### src/rtl/fib_gen.sv
// fib_gen - parametrised Fibonacci pattern source with valid/ready output.
//
// Produces seed0, seed1, seed0+seed1, ... one term per accepted handshake.
// The sequence restarts from the captured seeds after MAX_TERMS terms
// (MAX_TERMS = 0 disables the limit).
//
// Optional feature macro: FIB_STOP_ON_OVF_EN
//   defined     : an overflowing term sends the FSM to DONE (output stops)
//   not defined : an overflowing term wraps the sequence back to the seeds
// In both cases ovf is sticky until the next accepted start or reset.
//
// Parameters
//   WIDTH     term width in bits (>= 2)
//   MAX_TERMS terms per sequence before wrap to seeds, 0 = unlimited
//   IDX_W     term index width (must hold MAX_TERMS-1)
//
// Ports
//   clk      clock, rising edge
//   rst_n    asynchronous active-low reset
//   start    start/restart request (level, sampled each cycle)
//   stop     return to IDLE (level, wins over start)
//   seed0    first term, captured on accepted start
//   seed1    second term, captured on accepted start
//   y        current term
//   y_valid  y holds a valid term
//   y_ready  consumer accepts y when y_valid & y_ready
//   idx      index of current term (0 = seed0)
//   ovf      sticky overflow flag
//   busy     FSM is in RUN
//
// state | meaning
// ------+-------------------------------------------------------------
// IDLE  | no output; y/idx hold last values
// RUN   | presenting terms, advancing on each handshake
// DONE  | stopped after overflow (only with FIB_STOP_ON_OVF_EN)

module fib_gen #(
  parameter int WIDTH     = 8,
  parameter int MAX_TERMS = 13,
  parameter int IDX_W     = 8
) (
  input  logic             clk,
  input  logic             rst_n,
  input  logic             start,
  input  logic             stop,
  input  logic [WIDTH-1:0] seed0,
  input  logic [WIDTH-1:0] seed1,
  output logic [WIDTH-1:0] y,
  output logic             y_valid,
  input  logic             y_ready,
  output logic [IDX_W-1:0] idx,
  output logic             ovf,
  output logic             busy
);

  typedef enum logic [1:0] {
    S_IDLE = 2'd0,
    S_RUN  = 2'd1,
    S_DONE = 2'd2
  } state_t;

  localparam bit               LIMIT_EN = (MAX_TERMS != 0);
  localparam logic [IDX_W-1:0] LAST_IDX = IDX_W'((MAX_TERMS == 0) ? 0 : MAX_TERMS - 1);

  state_t           state, state_nxt;
  logic [WIDTH-1:0] s0, s1;
  logic [WIDTH-1:0] b;
  logic             b_ovf;
  logic [WIDTH:0]   sum;
  logic             hs;
  logic             do_load, do_adv, do_wrap, do_ovf;

  assign y_valid = (state == S_RUN);
  assign busy    = (state == S_RUN);
  assign hs      = y_valid & y_ready;
  assign sum     = {1'b0, y} + {1'b0, b};

  always_ff @(posedge clk or negedge rst_n) begin
    if (!rst_n) state <= S_IDLE;
    else        state <= state_nxt;
  end

  always_comb begin
    state_nxt = state;
    do_load   = 1'b0;
    do_adv    = 1'b0;
    do_wrap   = 1'b0;
    do_ovf    = 1'b0;
    if (stop) begin
      // An accept coinciding with stop completes on the consumer side,
      // but the sequence does not advance.
      state_nxt = S_IDLE;
    end else if (start) begin
      state_nxt = S_RUN;
      do_load   = 1'b1;
    end else if (hs) begin
      if (LIMIT_EN && (idx == LAST_IDX)) begin
        // Term limit beats overflow: the truncated term is never reached.
        do_wrap = 1'b1;
      end else if (b_ovf) begin
        do_ovf = 1'b1;
`ifdef FIB_STOP_ON_OVF_EN
        state_nxt = S_DONE;
`else
        do_wrap = 1'b1;
`endif
      end else begin
        do_adv = 1'b1;
      end
    end
  end

  always_ff @(posedge clk or negedge rst_n) begin
    if (!rst_n) begin
      s0    <= '0;
      s1    <= '0;
      y     <= '0;
      b     <= '0;
      b_ovf <= 1'b0;
      idx   <= '0;
      ovf   <= 1'b0;
    end else begin
      if (do_load) begin
        s0    <= seed0;
        s1    <= seed1;
        y     <= seed0;
        b     <= seed1;
        b_ovf <= 1'b0;
        idx   <= '0;
        ovf   <= 1'b0;
      end else if (do_wrap) begin
        y     <= s0;
        b     <= s1;
        b_ovf <= 1'b0;
        idx   <= '0;
      end else if (do_adv) begin
        y     <= b;
        b     <= sum[WIDTH-1:0];
        // b_ovf marks that b no longer holds the true next term.
        b_ovf <= b_ovf | sum[WIDTH];
        idx   <= idx + IDX_W'(1);
      end
      if (do_ovf) ovf <= 1'b1;
    end
  end

endmodule

### config.mk
export PLATFORM = sky130hd
export DESIGN_NAME = fib_gen
export DESIGN_NICKNAME = d
export VERILOG_FILES = /design/src/rtl/fib_gen.sv
export SDC_FILE = /design/constraint.sdc
export NUM_CORES = 1
export LEC_CHECK = 0
export CORE_MARGIN = 2
export CORE_UTILIZATION = 40
export CTS_CLUSTER_SIZE = 8
export DETAILED_ROUTE_END_ITERATION = 16
export DONT_BUFFER_PORTS = 1
export PLACE_DENSITY = 0.59
export REMOVE_ABC_BUFFERS = 1
export SLEW_MARGIN = 20
export SYNTH_ARGS = -nofsm -noshare
export SYNTH_HDL_FRONTEND = slang
export SYNTH_SLANG_ARGS = --single-unit
### constraint.sdc
create_clock -name clk -period 3.7 [get_ports clk]
set_clock_uncertainty 0.1 [all_clocks]
set_input_delay 0.74 -clock clk [delete_from_list [all_inputs] [get_ports clk]]
set_output_delay 0.74 -clock clk [all_outputs]
set_load 0.02 [all_outputs]
# == Word-level counts from Yosys, hierarchy flattened ==
# Cells that the tools add are included.
# totals
ff_bits,44
inputBits,21
output_inout_bits,19
elab_cells,49
# op_classes
add_sub_neg,2
n_eq_ne,2
n_mux,32
n_bitwise,2
n_reduce_logical,3
# ops
cell,n
$mux W8,9
$mux W1,21
$add A8 B8 Y9,1
$add A8 B1 Y8 const B,1
$eq A8 B4 Y1 const B,1
$mux W2,2
$reduce_bool A2 Y1,2
$reduce_bool A3 Y1,1
$eq A2 B1 Y1 const B,1
$and A1 B1 Y1,1
$or A1 B1 Y1,1

# == Longest topological paths before layout ==
# Gate-level depths: netlist of run 1.
# depth
depth_word,8
depth_mapped,8
mapped_depth_nobuf,8

# == Worst setup path before layout of run 1 ==
# Ideal clock, no wire load.
# synth_timing
path_type,register to register
start,reg y[0]
end,reg b[6]
setup_time_ps,83
t_arrival_ps,1888
t_required_ps,3517
setup_slack_ps,1629
stages_incl_launch_ff,9
cell_sequence,dfrtp_1 -> ha_1 -> inv_1 -> fa_1 -> nand2b_1 -> a211oi_1 -> o21ai_0 -> o2bb2ai_1 -> o21ai_0
# synth_via
elab_chain_cells,4
# synth_rtl
element,line,source
from (decl),48,"output logic [WIDTH-1:0] y,"
from (signal assigned),117,y <= '0;
from (signal assigned),126,y <= seed0;
from (signal assigned),132,y <= s0;
$add A8 B8 Y9,76,"assign sum = {1'b0, y} + {1'b0, b};"
$mux W8,136,end else if (do_adv) begin
$mux W8,131,end else if (do_wrap) begin
$mux W8,123,if (do_load) begin
to (signal assigned),138,b <= sum[WIDTH-1:0];
to (decl),67,logic [WIDTH-1:0] b;
# No other way between the ends. The select of a mux whose other input is x is not followed.
# A chain may end at the register's enable or synchronous reset.

# == Final worst setup path of run 1 ==
# layout_timing
start,reg idx[0]
end,reg b[5]
# layout_via
elab_chain_cells,7
elab_cells_between_ends,12
# layout_rtl
element,line,source
from (decl),51,"output logic [IDX_W-1:0] idx,"
from (signal assigned),141,idx <= idx + IDX_W'(1);
$eq A8 B4 Y1 (*),97,if (LIMIT_EN && (idx == LAST_IDX)) begin
$mux W1,97,
$mux W1,96,end else if (hs) begin
$mux W1,93,end else if (start) begin
$mux W1,89,if (stop) begin
$mux W8,131,
$mux W8,123,
# Mark *: on every way between the ends. The rest lies on a longest branch, timed or not.

==> results of run 1 <==
cell families (layout without fill, tap and decap cells):
logic type	Yosys count	count (layout)	synth area share (%)
buffers and inverters	22	19	4.362
DFF	43	43	46.31
AOI/OAI and AO/OA	53	53	15.56
xor gates and xnor gates	5	5	1.885
and+or+nand+nor	132	132	25.63
adders and majority gates	11	11	6.247
report_power, final:
part,internal (mW),switching [mW]
logic,0.140,0.175
registers,0.533,0.0763
clock network,0.133,0.158
total,0.805,0.409
cell usage after synthesis, types with 3 or more instances:
master,instances
xor2_1,4
dfrtp_1,43
a22oi_1,4
buf_2,3
nor4_1,3
ha_1,10
inv_1,9
o21ai_0,15
a211oi_1,4
nor2_1,17
o311ai_0,3
nand4_1,7
nand2_1,73
clkbuf_1,7
a21oi_1,6
o21bai_1,3
nand3_1,14
a31oi_1,3
nand2b_1,4
metal layers:
layer | up-vias | GRT usage (%) | part of all wire, %
li1 | 915 | - | -
met1 | 886 | 22.64 | 47
met2 | 43 | 29.58 | 47
met3 | 4 | 4.382 | 5.3
met4 | 0 | 4.576 | 0.79
met5 | - | 0 | 0
layout make-up:
class / count / share of cell area (%)
inverter: 9 / 1.382
tap: 72 / 3.685
clock buffer: 7 / 3.122
multi-input combinational: 201 / 46.98
clock inverter: 1 / 0.2047
sequential: 43 / 44.01
timing repair buffer: 2 / 0.6141
worst max-delay path, stage by stage, from the launching register on:
cell	delay (ns)
dfrtp_1	0.57
inv_1	0.08
ha_1	0.20
nand4b_1	0.17
o21a_1	0.46
nor2_2	0.24
a222oi_1	0.36
o21ai_0	0.13
flip-flops by register name, indices dropped and copies added, names as in the netlist:
signal / flops
b: 8
idx: 8
s0: 8
s1: 8
y: 8
b_ovf: 1
ovf: 1
state: 1
metrics by stage:
step | std cells | cell area [µm²] | total power, mW
after floorplan | 253 | 2256 | 0.8612
after global placement | 327 | 2364 | 0.9299
after detailed placement | 327 | 2364 | 0.9357
after CTS | 335 | 2445 | 1.230
after global routing | 335 | 2445 | 1.304
final | 335 | 2445 | 1.214
how the worst max path moves through the flow:
stage          startpoint  endpoint  slack (ns)  depth (start not counted)
4_1_cts            idx[0]      b[5]        1.23                          7
3_5_place_dp       idx[0]      b[5]        1.25                          7
3_3_place_gp       idx[0]      b[5]        1.31                          7
2_1_floorplan       start      b[6]        0.98                          4
5_1_grt            idx[0]      b[5]        1.01                          7
6_report           idx[0]      b[5]        1.24                          7
==> flow_metrics.env, run 1 <==
export IMPL_area_growth_pct=5.223
export IMPL_synth_seq_cells=43
export IMPL_clock_sinks=43
export IMPL_grt_antenna_before_repair=0
export IMPL_clk_latency_ns=0.30
export IMPL_first_pass_iters=4
export IMPL_fill_cells=582
export IMPL_post_route_drc_count=0
export IMPL_r2r_start="idx[0]"
export IMPL_finish_utilization_pct=43.86
export IMPL_cp_required_ns=3.76
export IMPL_fin_crit_sh_pct=66.42
export IMPL_avgSynthCellArea_um2=8.735
export IMPL_place_ws_ns=1.248
export IMPL_start_util_pct=41.68
export IMPL_overflow=0
export IMPL_outcome="complete, no violations"
export IMPL_timing_final_ws_setup_ns=1.243
export IMPL_syn_inst=266
export IMPL_post_dp_hpwl_mm=3.708
export IMPL_clk_pin_slew_ns=0.08
export IMPL_tightest_slew_ns=0.7330
export IMPL_synthArstFlopShare_pct=100.0
export IMPL_nNetsFinal=294
export IMPL_ys_seq_area_share_pct=46.31
export IMPL_wl_per_cell_um=15.86
export IMPL_port_buffers=0
export IMPL_r2r_cells=7
export IMPL_report_final_slew_viol_count=0
export IMPL_start_kind="flop"
export IMPL_fin_setup_tns_ns=0
export IMPL_yosysUniqueCellTypes=46
export IMPL_std_cell_rows=27
export IMPL_dr_total_vias=1848
export IMPL_drive_gt1_share_pct=6.464
export IMPL_r2r_end="b[5]"
export IMPL_maxCapViolations=0
export IMPL_hold_viol_final=0
export IMPL_final_common_cell="nand2_1"
export IMPL_hp_class="in -> async"
export IMPL_synth_edff_count=0
export IMPL_critPathKind="reg -> reg"
export IMPL_fin_crit_ns=2.457
export IMPL_htree_levels=2
export IMPL_cts_tree="yes"
export IMPL_postCtsSetupBuffers=0
export IMPL_rrSetupSlack_ns=1.24
export IMPL_vias_per_cell=5.516
export IMPL_gp_congestion=0.7967
export IMPL_power_leakage_nw=1.114
export IMPL_drtIter0Drc=125
export IMPL_dieArea_mm2=0.006434
export IMPL_grt_start_max_net_pins=44
export IMPL_ff_latch_area_mm2=0.001076
export IMPL_cts_buffer_depth=2
export IMPL_setup_viol=0
export IMPL_grt_pass1_vias=1800
export IMPL_ios=40
export IMPL_cts_hold_buffers=0
export IMPL_max_freq_mhz=406.9
export IMPL_rsz0062_at_grt="no"
export IMPL_path_max_fanout=15
export IMPL_crit_arrival_ns=2.51
export IMPL_whs_ns=0.02686
export IMPL_yosysWarnings=0
export IMPL_grt_usage_pct=17.62
export IMPL_mostFrequentLayoutCells="nand2_1, dfrtp_1, nor2_1, o21ai_0, nand3_1"
export IMPL_routed_wl_mm=5.313
export IMPL_die_h_um=80.22
export IMPL_cts_root_buf="clkbuf_8"
export IMPL_ant_nets=0
export IMPL_synth_top_area_share_pct=46.31
export IMPL_multi_input_area_mm2=0.001149
export IMPL_synth_top_cell_by_area="dfrtp_1"
export IMPL_power_density_mw_per_mm2=496.7
export IMPL_end_kind="flop"
export IMPL_die_width_um=80.22
export IMPL_netlist_area_mm2=0.002323
export IMPL_grt_pass1_wl_mm=8.866
export IMPL_cts_resized=0
export IMPL_cts_buffers=5
export IMPL_maxSlewHeadroom_pct=51.13
export IMPL_antenna_cells=0
export IMPL_yosys_most_used_dff="dfrtp_1"
export IMPL_synthTopCellsByArea="dfrtp_1, nand2_1, ha_1, o21ai_0, nand3_1"
export IMPL_coreArea_mm2=0.005574
export IMPL_irDropWorstVdd_uv=221.5
Note: power is estimated with default switching activity, not from simulation.
==> run 2: changes to the inputs <==
- PLACE_DENSITY: 0.59 -> 0.61
- clock period: 3.7 -> 2 ns (I/O delays scaled with it)
==> run 2 against run 1 <==
Effect of this change:
- die area did not move
- first-iteration DRC count did not move
- wire length rose by 5.0%
- global-route usage rose by 1.6 points
- register-to-register slack got worse by 1.1 ns
- sequential cell count did not move
- hold slack improved by 0.036 ns
- combinational power rose by 140%
- critical endpoint unchanged
==> flow_metrics.env, run 2 (synthesized netlist as in run 1, its figures left out) <==
export IMPL_clk_pin_slew_ns=0.08
export IMPL_use_met2_pct=29.17
export IMPL_path_max_fanout=3
export IMPL_antenna_cells=0
export IMPL_ant_nets=0
export IMPL_dieArea_mm2=0.006434
export IMPL_crit_arrival_ns=1.95
export IMPL_overflow=0
export IMPL_critPathSlowestCell="dfrtp_1"
export IMPL_totalPowerFinal_mw=2.341
export IMPL_end_kind="flop"
export IMPL_cp_required_ns=2.06
export IMPL_drive_gt1_share_pct=16.96
export IMPL_final_common_cell="nand2_1"
export IMPL_cts_tree="yes"
export IMPL_hold_viol_final=0
export IMPL_outcome="complete, no violations"
export IMPL_rsz0062_at_grt="yes"
export IMPL_gp_congestion=0.7757
export IMPL_cp_top_family="compound AO/OA/AOI/OAI gates"
export IMPL_place_area_mm2=0.002571
export IMPL_maxCapViolations=0
export IMPL_max_freq_mhz=529.5
export IMPL_die_h_um=80.22
export IMPL_port_buffers=0
export IMPL_setup_viol=0
export IMPL_die_width_um=80.22
export IMPL_timing_final_ws_setup_ns=0.1113
export IMPL_post_dp_hpwl_mm=4.063
export IMPL_power_leakage_nw=1.272
export IMPL_finish_utilization_pct=48.71
export IMPL_place_ws_ns=-0.1041
export IMPL_report_final_slew_viol_count=0
export IMPL_critPathKind="reg -> reg"
export IMPL_whs_ns=0.06307
export IMPL_max_stage_delay_ns=0.41
export IMPL_tightest_slew_ns=0.4762
export IMPL_routed_wl_mm=5.579
export IMPL_drtIter0Drc=125
export IMPL_coreArea_mm2=0.005574
export IMPL_maxSlewHeadroom_pct=68.26
export IMPL_start_kind="flop"
export IMPL_start_util_pct=41.68
export IMPL_grt_start_max_net_pins=44
export IMPL_clk_latency_ns=0.29
export IMPL_clock_sinks=43
export IMPL_fin_crit_ns=1.889
export IMPL_wl_per_cell_um=15.45
export IMPL_htree_levels=2
export IMPL_grt_pass1_wl_mm=9.487
export IMPL_first_pass_iters=4
export IMPL_grt_usage_pct=19.25
export IMPL_std_cell_rows=27
export IMPL_fin_setup_tns_ns=0
export IMPL_met3_usage_pct=4.270
export IMPL_ios=40
export IMPL_cts_buffers=5
export IMPL_irDropWorstVdd_uv=424.2
export IMPL_mostFrequentLayoutCells="nand2_1, dfrtp_1, buf_4, nor2_1, nand3_1"
export IMPL_path_cells="ha_1 > a211oi_1 > o21bai_1 > a21oi_1 > xor2_1 > o21ai_0"
export IMPL_hp_class="in -> reg"
export IMPL_fill_cells=576
export IMPL_fin_crit_sh_pct=94.43
export IMPL_grt_pass1_vias=1884
export IMPL_nNetsFinal=322
export IMPL_dr_total_vias=1950
export IMPL_dp_cells=353
export IMPL_fin_cells=361
export IMPL_final_area_mm2=0.002715
export IMPL_vias_per_cell=5.402
export IMPL_critPathBufInv=0
export IMPL_area_growth_pct=16.85
export IMPL_power_density_mw_per_mm2=862.3
export IMPL_grt_antenna_before_repair=0
export IMPL_cts_buffer_depth=2
export IMPL_top_usage_layer="met2"
export IMPL_postCtsSetupBuffers=0
export IMPL_cts_root_buf="clkbuf_8"
export IMPL_post_route_drc_count=0
export IMPL_use_met1_pct=27.11
==> run 2: what timing repair did <==
action / CTS / global route
pin swaps: 1 / 1
endpoints found under the setup margin: 2 / 8
endpoints found under the hold margin: 43 / 0
resized for setup: 4 / 5
hold buffers: 2 / 0
==> run 2: where the power goes <==
group          internal (mW)  switching (mW)
clock                  0.233           0.273
sequential             0.986           0.102
combinational          0.328           0.419
total                   1.55           0.794
==> run 2: final cells by class <==
type                    count  area, µm²  share of cell area, %
clock buffers               6      72.57                  2.673
inverters                   9      33.78                  1.244
multi-input cells         201       1182                  43.55
flip-flops and latches     43       1076                  39.63
well taps                  72      90.09                  3.318
repair buffers             30      260.3                  9.585
==> run 2: worst paths after layout <==
path,startpoint,slack [ns],to,cells after the start
worst max register to register,y[1],0.11,b[5],6
worst max-delay path,y[1],0.11,b[5],6
worst min register to register,s1[1],0.38,s1[1],2
max in group asynchronous,rst_n,1.07,b[3],2
worst min-delay path,stop,0.06,state[0],1
min in group asynchronous,rst_n,0.52,idx[3],2
==> run 2: metal layers <==
layer  routed length (µm)  part of all wire, %
met3                  273                  4.9
met5                    0                    0
met4                   79                  1.4
met1                 2673                   48
met2                 2552                   46
==> run 2: worst register-to-register path: cells and delay by family (launching register included) <==
family / cells / cell delay (ns)
compound gates: 4 / 0.82
flops: 1 / 0.41
fa+ha+maj: 1 / 0.29
xor+xnor: 1 / 0.15
==> run 3: changes to the inputs <==
- CORE_MARGIN: 2 -> 8
==> run 3 against run 2 <==
Effect of this change:
- cell count up 0.55%
- die area increased by 32%
- setup slack worse by 0.027 ns
- sequential share of layout area is 0.73 points lower
- non-clock buffer count did not move
- highest routed layer unchanged
==> flow_metrics.env, run 3 (synthesized netlist as in run 1, its figures left out) <==
export IMPL_outcome="complete, no violations"
export IMPL_path_cells="inv_1 > ha_1 > nand4b_1 > o21a_2 > o41ai_1 > a211oi_1 > nor2_1"
export IMPL_cts_buffer_depth=2
export IMPL_clock_sinks=43
export IMPL_critPathSlowestCell="o41ai_1"
export IMPL_overflow=0
export IMPL_power_density_mw_per_mm2=932.1
export IMPL_grt_start_max_net_pins=44
export IMPL_end_kind="flop"
export IMPL_grt_usage_pct=14.23
export IMPL_area_growth_pct=19.06
export IMPL_cp_top_family="compound AO/OA/AOI/OAI gates"
export IMPL_max_freq_mhz=522.0
export IMPL_use_met1_pct=18.03
export IMPL_max_stage_delay_ns=0.42
export IMPL_wl_per_cell_um=16.67
export IMPL_cts_root_buf="clkbuf_8"
export IMPL_tightest_slew_ns=0.4675
export IMPL_routed_wl_mm=6.050
export IMPL_maxCapViolations=0
export IMPL_place_ws_ns=-0.05190
export IMPL_vias_per_cell=5.427
export IMPL_fill_cells=545
export IMPL_worstHoldStart="stop"
export IMPL_port_buffers=0
export IMPL_report_final_slew_viol_count=0
export IMPL_crit_arrival_ns=2.05
export IMPL_multi_input_area_mm2=0.001189
export IMPL_critPathKind="reg -> reg"
export IMPL_cp_required_ns=2.14
export IMPL_start_kind="flop"
export IMPL_irDropWorstVdd_uv=513.3
export IMPL_dr_total_vias=1970
export IMPL_nNetsFinal=322
export IMPL_std_cell_rows=27
export IMPL_clk_latency_ns=0.30
export IMPL_cp_startpoint="idx[0]"
export IMPL_post_route_drc_count=0
export IMPL_drtIter0Drc=119
export IMPL_r2r_start="idx[0]"
export IMPL_use_met2_pct=23.00
export IMPL_fin_crit_ns=1.916
export IMPL_whs_ns=0.05172
export IMPL_hold_viol_final=0
export IMPL_die_width_um=92.22
export IMPL_critPathBufInv=1
export IMPL_setup_viol=0
export IMPL_fin_setup_tns_ns=0
export IMPL_coreArea_mm2=0.005574
export IMPL_fin_crit_sh_pct=95.79
export IMPL_clk_pin_slew_ns=0.08
export IMPL_path_max_fanout=9
export IMPL_cts_tree="yes"
export IMPL_maxSlewHeadroom_pct=68.42
export IMPL_mostFrequentLayoutCells="nand2_1, dfrtp_1, buf_4, nor2_1, nand3_1"
export IMPL_gp_congestion=0.8160
export IMPL_power_leakage_nw=1.294
export IMPL_start_util_pct=41.68
export IMPL_final_common_cell="nand2_1"
export IMPL_ant_nets=0
export IMPL_top_usage_layer="met2"
export IMPL_grt_antenna_before_repair=0
export IMPL_post_dp_hpwl_mm=4.296
export IMPL_first_pass_iters=4
export IMPL_cts_buffers=5
export IMPL_die_h_um=92.22
export IMPL_ff_latch_area_mm2=0.001076
export IMPL_met3_usage_pct=4.075
export IMPL_grt_pass1_wl_mm=9.798
export IMPL_ios=40
export IMPL_antenna_cells=0
export IMPL_drive_gt1_share_pct=18.56
export IMPL_grt_pass1_vias=1930
export IMPL_dieArea_mm2=0.008504
export IMPL_htree_levels=2
export IMPL_hp_class="in -> reg"
export IMPL_timing_final_ws_setup_ns=0.08411
export IMPL_rsz0062_at_grt="yes"
==> run 3: cell count changes in the layout (fill, tap and decap cells not counted), sizes merged <==
cell | before | now
clkinv | 0 | 1
bufinv | 0 | 1
==> run 3: final timing paths <==
path                       slack, ns  cells after the start       end
setup / recovery                0.08                      7      b[3]
hold / removal                  0.05                      1  state[0]
setup reg to reg                0.08                      7      b[3]
hold reg to reg                 0.38                      2     s1[7]
max in group asynchronous       1.09                      2     b_ovf
min in group asynchronous       0.49                      2    idx[1]
==> run 3: through the flow <==
step / util [%] / power (mW) / instance area, µm² / std cells
finish: 49.63 / 2.579 / 2766 / 363
global route: 49.63 / 2.728 / 2766 / 363
CTS: 48.87 / 2.537 / 2724 / 362
detailed placement: 45.99 / 1.785 / 2564 / 352
global placement: 45.99 / 1.774 / 2564 / 352
floorplan: - / 1.593 / 2256 / 253
==> run 3: layout make-up <==
type	count	area share [%]
multi-input combinational	201	42.97
sequential	43	38.90
timing repair buffer	30	9.408
tap	72	3.256
clock buffer	6	2.985
clock inverter	2	1.266
inverter	9	1.221
==> run 3: metal layers <==
metal  vias up  wire length [µm]
met5         -                 0
met4         0                70
met3         7               431
met2        41              2809
met1       950              2738
li1        972                 -
==> run 3: power breakdown <==
part / switching, mW / total [mW] / internal, mW
sequential: 0.0994 / 1.08 / 0.985
combinational: 0.443 / 0.780 / 0.337
clock: 0.310 / 0.714 / 0.404
total: 0.852 / 2.58 / 1.73
==> run 3: timing repair <==
action                                 in CTS  in global routing
hold buffers                                2                  0
gates resized for setup                     1                 10
buffers inserted                            0                  1
endpoints found under the hold margin      43                  0
gates cloned                                0                  0
pin swaps                                   0                  3
setup endpoints to repair                   1                  9
==> RTL change: new RTL, flow settings as in run 3 <==
The option `FIB_STOP_ON_OVF_EN` is turned on by a define.
--- a/src/rtl/fib_gen.sv
+++ b/src/rtl/fib_gen.sv
@@ -33,6 +33,8 @@
 // IDLE  | no output; y/idx hold last values
 // RUN   | presenting terms, advancing on each handshake
 // DONE  | stopped after overflow (only with FIB_STOP_ON_OVF_EN)
+
+`define FIB_STOP_ON_OVF_EN
 
 module fib_gen #(
   parameter int WIDTH     = 8,
Formal check against the unedited RTL: not equivalent (Yosys sat finds a counterexample within 4 cycles, from zero or initial values and one cycle with rst_n low).
==> RTL change against run 3 <==
  * Critical path depth fell by 2
  * Die area rose by 2.4%
  * Sequential cell count rose by 1
  * Core utilization rose by 1.2 points
  * Routed wire length barely moved
  * Final cell count rose by 2.2%
  * Sequential share of layout area fell by 1.9 points
  * Count of clock-buffer cells in the layout rose by 1
  * Via count rose by 1.7%
  * Power fell by 5.8%
  * Synthesized area rose by 3.0%
  * Final area rose by 7.6%
  * Worst setup slack got worse by 73 ps
  * Critical path type unchanged
  * Largest power group unchanged
  * Highest routed layer unchanged
==> RTL change: results (changes against run 3) <==
metric,value,unit,change
worstMarginPinSlew,375.9,ps,was 467.5 ps
place.gp.congestion,0.7965,,was 0.8160
met1_usage,18.09,%,was 18.03%
grt_pass1_vias,2060,,was 1930
grt_pass1_wl,10310,µm,was 9798 µm
drive_gt1_share,23.99,%,was 18.56%
wl_per_cell,16.31,µm,was 16.67 µm
clkLatencyLatePin,300,ps,about the same
synth_seq_area_share,46.03,%,was 46.31%
arrival,2070,ps,was 2050 ps
ir_drop,0.4457,mV,was 0.5133 mV
grt_use_met3,4.487,%,was 4.075%
synthTopCellsByArea,"dfrtp_1 46%, nand2_1 8.6%, ha_1 5.2%",,"was dfrtp_1 46%, nand2_1 12%, ha_1 5.4%"
hp-class,input pin to register,,unchanged
routed-via-count,2004,,was 1970
n_antenna_cell,0,,unchanged
met2_usage,23.85,%,was 23.00%
synth_cell_types,47,,was 46
worstPathMaxFanout,4,,was 9
final_nets,328,,was 322
fill_cells,535,,was 545
ys_top_cells_by_count,"55 x nand2_1, 44 x dfrtp_1, 16 x nor2_1",,"was 73 x nand2_1, 43 x dfrtp_1, 17 x nor2_1"
drtIter0Drc,83,,was 119
hpwl,4372,µm,was 4296 µm
htree_levels,2,,unchanged
grt_max_degree,45,,was 44
yosys_most_used_dff,dfrtp_1,,unchanged
run_status,"finished, final reports clean",,unchanged
track_usage,14.73,%,was 14.23%
power_leakage,1.337,nW,was 1.294 nW
clockRootBuffer,clkbuf_8,,unchanged
ys_warn_count,0,,unchanged
==> RTL change: cell types whose count changed after synthesis, sizes merged, moves of 3 or more <==
cell,run 3,this run
nand2,73,55
nand4,7,0
o311ai,3,0
o211ai,1,4
a21oi,6,12
buf,6,2
a22oi,4,8
nand3,14,7
or4,0,4
mux2i,0,9
o31ai,0,3
==> RTL change: final timing paths <==
kind / depth (start not counted) / slack (ps) / from / end
min: 1 / 60 / stop / state[0]$_DFFE_PN0P_
min reg2reg: 2 / 380 / s1[0]$_DFFE_PN0P_ / s1[0]$_DFFE_PN0P_
min in group asynchronous: 2 / 490 / rst_n / idx[7]$_DFFE_PN0P_
max: 5 / 10 / idx[5]$_DFFE_PN0P_ / b[1]$_DFFE_PN0P_
max reg2reg: 5 / 10 / idx[5]$_DFFE_PN0P_ / b[1]$_DFFE_PN0P_
max in group asynchronous: 2 / 1080 / rst_n / s0[5]$_DFFE_PN0P_
==> RTL change: critical path, stage by stage (launching register included) <==
cell	delay (ps)
dfrtp_1	380
or3_4	430
or4_4	530
nor2_2	100
a211oi_1	60
a221o_1	270
==> RTL change: power breakdown <==
group | internal (W) | switching [W]
registers | 0.000998 | 0.0000889
clock network | 0.000308 | 0.000300
logic | 0.000342 | 0.000393
total | 0.00165 | 0.000782
==> RTL change: cells by family after synthesis <==
kind of cell	Yosys count	synth area share, %
simple gates	103	20.40
compound gates	66	18.88
flops	44	46.03
buf+inv	21	3.766
fa+ha+maj	11	6.067
mux	9	3.766
xor+xnor	3	1.099
==> RTL change: final cells by class <==
type,count,area share (%)
clock buffers,7,3.238
repair buffers,42,12.57
multi-input cells,192,42.64
well taps,75,3.154
inverters,11,1.388
flip-flops and latches,44,37.01
==> RTL change: repair_timing <==
item,in CTS,in global routing
gates resized for setup,3,17
pin swaps,2,8
hold endpoints to repair,44,0
setup buffers,1,4
hold buffers,2,0
setup endpoints to repair,4,15
==> RTL change: per-layer routing <==
metal,vias up,part of all wire [%]
met4,0,1.2
met2,40,48
met1,975,45
li1,982,-
met3,7,6.3
met5,-,0
==> RTL change: metrics by stage <==
step / utilization (%) / cell area [µm²] / cells / hold slack [ps] / worst slack, ps
floorplan: - / 2344 / 247 / 4.409 / -724.6
global placement: 46.62 / 2728 / 357 / 6.144 / 2.549
detailed placement: 46.62 / 2728 / 357 / 6.535 / 3.435
CTS: 49.29 / 2884 / 367 / 46.14 / -4.658
global route: 50.86 / 2975 / 371 / 45.17 / -69.59
finish: 50.86 / 2975 / 371 / 60.32 / 11.31
